$ cat config.mk
export PLATFORM = sky130hd
export DESIGN_NAME = branch_seq
export DESIGN_NICKNAME = d
export VERILOG_FILES = /design/src/rtl/cpu_ctrl_pkg.sv /design/src/rtl/con_wait_timer.sv /design/src/rtl/branch_seq.sv
export SDC_FILE = /design/constraint.sdc
export NUM_CORES = 1
export LEC_CHECK = 0
export CAP_MARGIN = 20
export CORE_MARGIN = 3
export CORE_UTILIZATION = 36
export DETAILED_ROUTE_END_ITERATION = 10
export PLACE_DENSITY = 0.72
export SYNTH_ARGS = -nofsm -noshare
export SYNTH_HDL_FRONTEND = slang
export SYNTH_SLANG_ARGS = --single-unit
$ cat constraint.sdc
create_clock -name clk -period 4.1 [get_ports clk]
set_input_delay 0.41 -clock clk [delete_from_list [all_inputs] [get_ports clk]]
set_output_delay 0.41 -clock clk [all_outputs]
set_load 0.1 [all_outputs]
$ cat src/rtl/cpu_ctrl_pkg.sv
// Shared control-unit definitions: opcode encodings, sequencer states and
// the default condition-flag latency.
package cpu_ctrl_pkg;

    localparam logic [1:0] OP_BR  = 2'b00;
    localparam logic [1:0] OP_JR  = 2'b01;
    localparam logic [1:0] OP_JAL = 2'b10;
    localparam logic [1:0] OP_ILL = 2'b11;

    // Cycles from the CON_In edge until the registered condition flag is valid.
    localparam int CON_LAT_DEF = 1;

    typedef enum logic [3:0] {
        ST_IDLE,
        ST_EVAL,
        ST_WAIT,
        ST_ADDR_Y,
        ST_ADDR_C,
        ST_ADDR_PC,
        ST_LINK,
        ST_JUMP,
        ST_DONE
    } branch_state_t;

endpackage

$ cat src/rtl/con_wait_timer.sv
// Wait timer for the condition flip-flop: loaded with CON_LAT-1 when the
// sequencer leaves EVAL, counts down during WAIT, flags the last WAIT cycle.
module con_wait_timer #(
    parameter int CON_LAT = 1,
    parameter int CNT_W   = 3
) (
    input  logic clk,
    input  logic clear,
    input  logic load,
    input  logic dec,
    output logic expired
);

    logic [CNT_W-1:0] cnt;

    // Countdown register; a load always wins over a decrement.
    always_ff @(posedge clk or negedge clear) begin
        if (!clear) begin
            cnt <= '0;
        end else if (load) begin
            // NOTE: state registers use non-blocking assignments so every flop
            // samples the pre-edge values regardless of statement order.
            cnt <= CNT_W'(CON_LAT - 1);
        end else if (dec && (cnt != '0)) begin
            cnt <= cnt - CNT_W'(1);
        end
    end

    // The count is 1 in the final WAIT cycle; WAIT leaves on that cycle.
    assign expired = (cnt <= CNT_W'(1));

endmodule

$ cat src/rtl/branch_seq.sv
// Control-transfer sequencer (br / jr / jal) for the single-bus datapath.
// Moore strobes decoded from state; taken/illegal registered and valid in DONE.
module branch_seq
    import cpu_ctrl_pkg::*;
#(
    parameter int CON_LAT = CON_LAT_DEF,
    parameter int CNT_W   = 3
) (
    input  logic       clk,
    input  logic       clear,
    input  logic       start,
    input  logic [1:0] op,
    input  logic       con_flag,
    output logic       busy,
    output logic       done,
    output logic       taken,
    output logic       illegal,
    output logic       Gra,
    output logic       Rout,
    output logic       Rin,
    output logic       link_sel,
    output logic       CON_In,
    output logic       PCout,
    output logic       PCin,
    output logic       Yin,
    output logic       Cout,
    output logic       alu_add,
    output logic       Zin,
    output logic       Zlowout
);

    branch_state_t state, state_nxt;
    logic          taken_r, taken_nxt;
    logic          illegal_r, illegal_nxt;
    logic          wait_expired;

    con_wait_timer #(
        .CON_LAT (CON_LAT),
        .CNT_W   (CNT_W)
    ) u_con_wait_timer (
        .clk     (clk),
        .clear   (clear),
        .load    (state == ST_EVAL),
        .dec     (state == ST_WAIT),
        .expired (wait_expired)
    );

    // State and result-flag registers; reset drops everything to IDLE at once.
    always_ff @(posedge clk or negedge clear) begin
        if (!clear) begin
            state     <= ST_IDLE;
            taken_r   <= 1'b0;
            illegal_r <= 1'b0;
        end else begin
            state     <= state_nxt;
            taken_r   <= taken_nxt;
            illegal_r <= illegal_nxt;
        end
    end

    // Next-state and result-flag logic.
    always_comb begin
        // NOTE: every combinational output gets a default first so no path
        // through the case leaves it unassigned (which would infer a latch).
        state_nxt   = state;
        taken_nxt   = taken_r;
        illegal_nxt = illegal_r;
        unique case (state)
            ST_IDLE: begin
                if (start) begin
                    taken_nxt   = 1'b0;
                    illegal_nxt = (op == OP_ILL);
                    unique case (op)
                        OP_BR:   state_nxt = ST_EVAL;
                        OP_JR:   state_nxt = ST_JUMP;
                        OP_JAL:  state_nxt = ST_LINK;
                        default: state_nxt = ST_DONE;
                    endcase
                end
            end
            ST_EVAL:    state_nxt = (CON_LAT <= 1) ? ST_ADDR_Y : ST_WAIT;
            ST_WAIT:    if (wait_expired) state_nxt = ST_ADDR_Y;
            // The only state in which the condition flag is consulted.
            ST_ADDR_Y:  state_nxt = con_flag ? ST_ADDR_C : ST_DONE;
            ST_ADDR_C:  state_nxt = ST_ADDR_PC;
            ST_ADDR_PC: begin
                state_nxt = ST_DONE;
                taken_nxt = 1'b1;
            end
            ST_LINK:    state_nxt = ST_JUMP;
            ST_JUMP: begin
                state_nxt = ST_DONE;
                taken_nxt = 1'b1;
            end
            ST_DONE: begin
                state_nxt   = ST_IDLE;
                taken_nxt   = 1'b0;
                illegal_nxt = 1'b0;
            end
            default:    state_nxt = ST_IDLE;
        endcase
    end

    // Moore datapath strobes decoded from state only.
    always_comb begin
        Gra      = 1'b0;
        Rout     = 1'b0;
        Rin      = 1'b0;
        link_sel = 1'b0;
        CON_In   = 1'b0;
        PCout    = 1'b0;
        PCin     = 1'b0;
        Yin      = 1'b0;
        Cout     = 1'b0;
        alu_add  = 1'b0;
        Zin      = 1'b0;
        Zlowout  = 1'b0;
        unique case (state)
            ST_EVAL: begin
                Gra    = 1'b1;
                Rout   = 1'b1;
                CON_In = 1'b1;
            end
            ST_ADDR_Y: begin
                PCout = 1'b1;
                Yin   = 1'b1;
            end
            ST_ADDR_C: begin
                Cout    = 1'b1;
                alu_add = 1'b1;
                Zin     = 1'b1;
            end
            ST_ADDR_PC: begin
                Zlowout = 1'b1;
                PCin    = 1'b1;
            end
            ST_LINK: begin
                PCout    = 1'b1;
                link_sel = 1'b1;
                Rin      = 1'b1;
            end
            ST_JUMP: begin
                Gra  = 1'b1;
                Rout = 1'b1;
                PCin = 1'b1;
            end
            default: ;
        endcase
    end

    assign busy    = (state != ST_IDLE);
    assign done    = (state == ST_DONE);
    assign taken   = taken_r;
    assign illegal = illegal_r;

endmodule
# Word-level counts from Yosys, hierarchy flattened
# Cells that the tools add are included.
[totals] reg_bits=9 inputBits=6 output_inout_bits=16 wordCells=52
[classes] add_sub_neg=1 order_cmp=1 n_eq_ne=13 n_mux=19 reduce_logical=14
[ops] op="$pmux W4 S7" n=1
[ops] op="$eq A4 B3 Y1 const B" n=4
[ops] op="$mux W4" n=3
[ops] op="$pmux W4 S3" n=1
[ops] op="$mux W1" n=10
[ops] op="$eq A4 B2 Y1 const B" n=2
[ops] op="$mux W3" n=2
[ops] op="$reduce_and A2 Y1" n=3
[ops] op="$reduce_bool A3 Y1" n=2
[ops] op="$reduce_or A2 Y1" n=3
[ops] op="$eq A2 B2 Y1 const B" n=2
[ops] op="$eq A4 B1 Y1 const B" n=1
[ops] op="$eq A4 B4 Y1 const B" n=1
[ops] op="$logic_not A4 Y1" n=1
[ops] op="$ne A2 B2 Y1 const B" n=2
[ops] op="$reduce_bool A2 Y1" n=2
[ops] op="$reduce_bool A4 Y1" n=1
[ops] op="$le A3 B1 Y1 const B" n=1
[ops] op="$pmux W1 S3" n=1
[ops] op="$sub A3 B1 Y3 const B" n=1
[ops] op="$eq A2 B1 Y1 const B" n=1
[ops] op="$logic_not A2 Y1" n=1
[ops] op="$pmux W1 S2" n=1
[ops] op="$logic_and A1 B1 Y1" n=1

# Depth between registers and ports, before layout
[logic_depth] depth_word=4 ltp_mapped=5 ltp_nobuf=5

# Modules after synthesis
# From an unflattened synthesis, not the netlist that was laid out.
[hier_totals] hier_cells=86 area_unflattened_um2=732.0
[modules_own_cells] module="branch_seq" n_inst=1 cells_per_inst=66 area_per_inst_um2=519.2 seq_area_each_um2=150.1
[modules_own_cells] module="con_wait_timer" n_inst=1 cells_per_inst=20 area_per_inst_um2=212.7 seq_area_each_um2=75.1

# Worst setup path before layout
# No wires, ideal clock.
[synth_path] path_type="reg-to-output" startpoint="reg state[1]" endpoint="out CON_In" arrival_time_ps=3804 t_required_ps=3690 path_slack_ps=-114 path_stages_with_launch=2 path_buffers=0 cell_sequence="dfrtp_1 > nor4b_1"
[synth_between] elab_chain_len=2
[synth_rtl] item="from (decl)" line="branch_seq.sv:32" text="branch_state_t state, state_nxt;"
[synth_rtl] item="from (signal assigned)" line="branch_seq.sv:55" text="state <= state_nxt;"
[synth_rtl] item="$eq A4 B1 Y1" line="branch_seq.sv:118" text="unique case (state)"
[synth_rtl] item="$mux W1" line="branch_seq.sv:118"
[synth_rtl] item="to (decl)" line="branch_seq.sv:22" text="output logic CON_In,"
# No other way between the ends.

# Final worst setup path
[layout_path] startpoint="reg state[1]" endpoint="out done"
[layout_between] elab_chain_len=1
[layout_rtl] item="$eq A4 B4 Y1" line="branch_seq.sv:152" text="assign done = (state == ST_DONE);"
[layout_rtl] item="to (decl)" line="branch_seq.sv:15" text="output logic done,"
# No other way between the ends.

==> impl_metrics.ini <==
[status]
status = complete, no violations

[route]
post_drt_via_cell_ratio = 4.872
dr.pass1.iters = 3
drc = 0
vias = 609
drtAntennaViolNets = 0
post_drt_wl_per_cell_um = 11.28
routed_wl_mm = 1.410
drtIter0Drc = 4

[timing]
fin_crit_sh_pct = 75.03
worst_pin_slew_ps = 978.6
worst_slack_ps = 1024
period_minus_slack_ps = 3076
setup_viol = 0
slew_headroom_pct = 34.56
hold_violations = 0
fmax_ghz = 0.3251
drv_slew = 0
clock_skew_ps = 0.4135
rsz0062_at_grt = false
setup_tns_ps = 0

[synthesis]
synth.avg_cell_area_um2 = 8.728
synth_cell_types = 30
synthArstFlopShare_pct = 100.0
ys_seq_elements = 9
synth_top_cell_by_area = dfrtp_1
ys_seq_area_share_pct = 31.09
yosysWarnings = 0
synth_area_um2 = 724.4
syn-num-nets = 96
synth_edf_count = 0
synth_top_cell_area_share_pct = 31.09
yosysMostFrequentCell = dfrtp_1
synth_flop_cell = dfrtp_1
synthCells = 83
synthTopCellsByArea = dfrtp_1 31%, ha_1 12%, nor2b_1 5.2%
synthTopCellsByCount = 9 x dfrtp_1, 8 x inv_1, 7 x ha_1

[setup_path]
required_ps = 3690
path_cells = nor3_1 -> and2_1 -> clkdlybuf4s50_1
worst_setup_path_start_kind = flop
critPathMaxFanout = 16
end_kind = output port
rrSetupSlack_ps = 2280
r2r_start = state[1]$_DFFE_PN0P_
path_delay_family = buffers and inverters
ff2ff_path_depth = 3
path_buf_inv = 1
worstPathArrival_ps = 2670
critPathKind = flop to output port
slowest_delay_ps = 1130
r2r-end = u_con_wait_timer.cnt[2]$_DFFE_PN0P_
slowest_stage = clkdlybuf4s50_1

[clock_network]
clockBufferDepth = 2
post_cts_buffers = 0
clock_latency_ps = 250
clkTransAtPathRegs_ps = 60
cts_num_sinks = 9
cts_tree = built
ctsHoldBuffers = 0
cts.htree.levels = 1
cts_root_buf = clkbuf_4
cts-resized-gates = 0
cts_buffers = 3

[final_layout]
drive_gt1_share_pct = 7.000
nNetsFinal = 114
fin_area_um2 = 958.4
syn_to_final_growth_pct = 32.30
final_core_util_pct = 52.65
diodes = 0

[global_routing]
grt_first_pass_wirelength_mm = 2.656
grt_start_max_net_pins = 17
antenna_found_initial = 0
grt_pass1_vias = 605
grt_use_total_pct = 13.54
grt_overflow = 0

[die]
core_mm2 = 0.001821
start_util_pct = 39.79
rows = 15
die_y_um = 50.86
ioPinCount = 22
fp.dieW_um = 50.86
die_area_mm2 = 0.002587

[job]
cap_violations = 0

[placed_design]
placed_cell_area_um2 = 932.1
finalWeightedCongestion = 0.7890
hpwlAfterDp_mm = 1.119
pre_cts_slack_ps = 1278
port-buffer-count = 21

[worst_hold_path]
hold_class = primary input to async pin
state kept, by name, indices dropped and copies added, names as in the netlist:
| register | count |
|---|---|
| illegal | 1 |
| state | 4 |
| taken | 1 |
| u_con_wait_timer.cnt | 3 |
cell usage in the layout, fill, tap and decap left out:
cell and count:
nor4b_2 1, a31oi_1 1, o21ai_0 6, o32a_1 1, nor3b_1 2, xnor2_1 1, o21ba_2 1, nor3_1 3
clkbuf_4 3, clkbuf_1 1, or4b_4 1, xor2_1 1, a211oi_1 2, and2_1 1, nor3b_2 1, ha_1 7
o31ai_1 1, nand2_1 3, dfrtp_1 9, inv_1 8, or3_1 2, nor2b_1 6, o21bai_1 3, clkdlybuf4s50_1 21
a21oi_1 4, and3b_1 2, a21o_1 1, or4_1 2, o21a_1 1, o22ai_1 1, nand4b_1 1, nor2_1 2
metrics by stage:
step / std cells / hold WS, ps
finish: 125 / 451.8
global route: 125 / 464.8
CTS: 125 / 462.3
detailed placement: 121 / 515.6
global placement: 121 / 511.9
floorplan: 83 / 114.4
routing by layer:
layer | GRT usage (%) | wire length [µm]
met2 | 20.22 | 678
met1 | 18.00 | 673
met3 | 2.624 | 29
met5 | 0 | 0
met4 | 8.072 | 28
layout make-up:
type	instances	area (µm²)
Fill cell	181	862.1
Timing Repair Buffer	21	210.2
Tap cell	25	31.28
Inverter	8	30.03
Sequential cell	9	225.2
Clock buffer	4	26.28
Multi-Input combinational cell	58	435.4
how the worst max path moves through the flow:
stage                                     from   end  cells past startpoint
after floorplan           state[1]$_DFFE_PN0P_  Rout                      4
after global placement    state[1]$_DFFE_PN0P_  done                      3
after detailed placement  state[1]$_DFFE_PN0P_  done                      3
after CTS                 state[1]$_DFFE_PN0P_  done                      3
after global routing      state[1]$_DFFE_PN0P_  done                      3
final                     state[1]$_DFFE_PN0P_  done                      3
kinds of logic (layout without fill, tap and decap cells):
family                   Yosys count  after routing  synth area share [%]
AND/OR/NAND/NOR                   27             27                 24.35
AO/OA/AOI/OAI                     22             22                 19.69
buffers and inverters             16             33                 10.36
flip-flops                         9              9                 31.09
adder cells (fa/ha/maj)            7              7                 12.09
XOR/XNOR                           2              2                 2.418
Power is not shown: default switching activity piles up to over one toggle a cycle in this logic, so the estimate is an artifact.
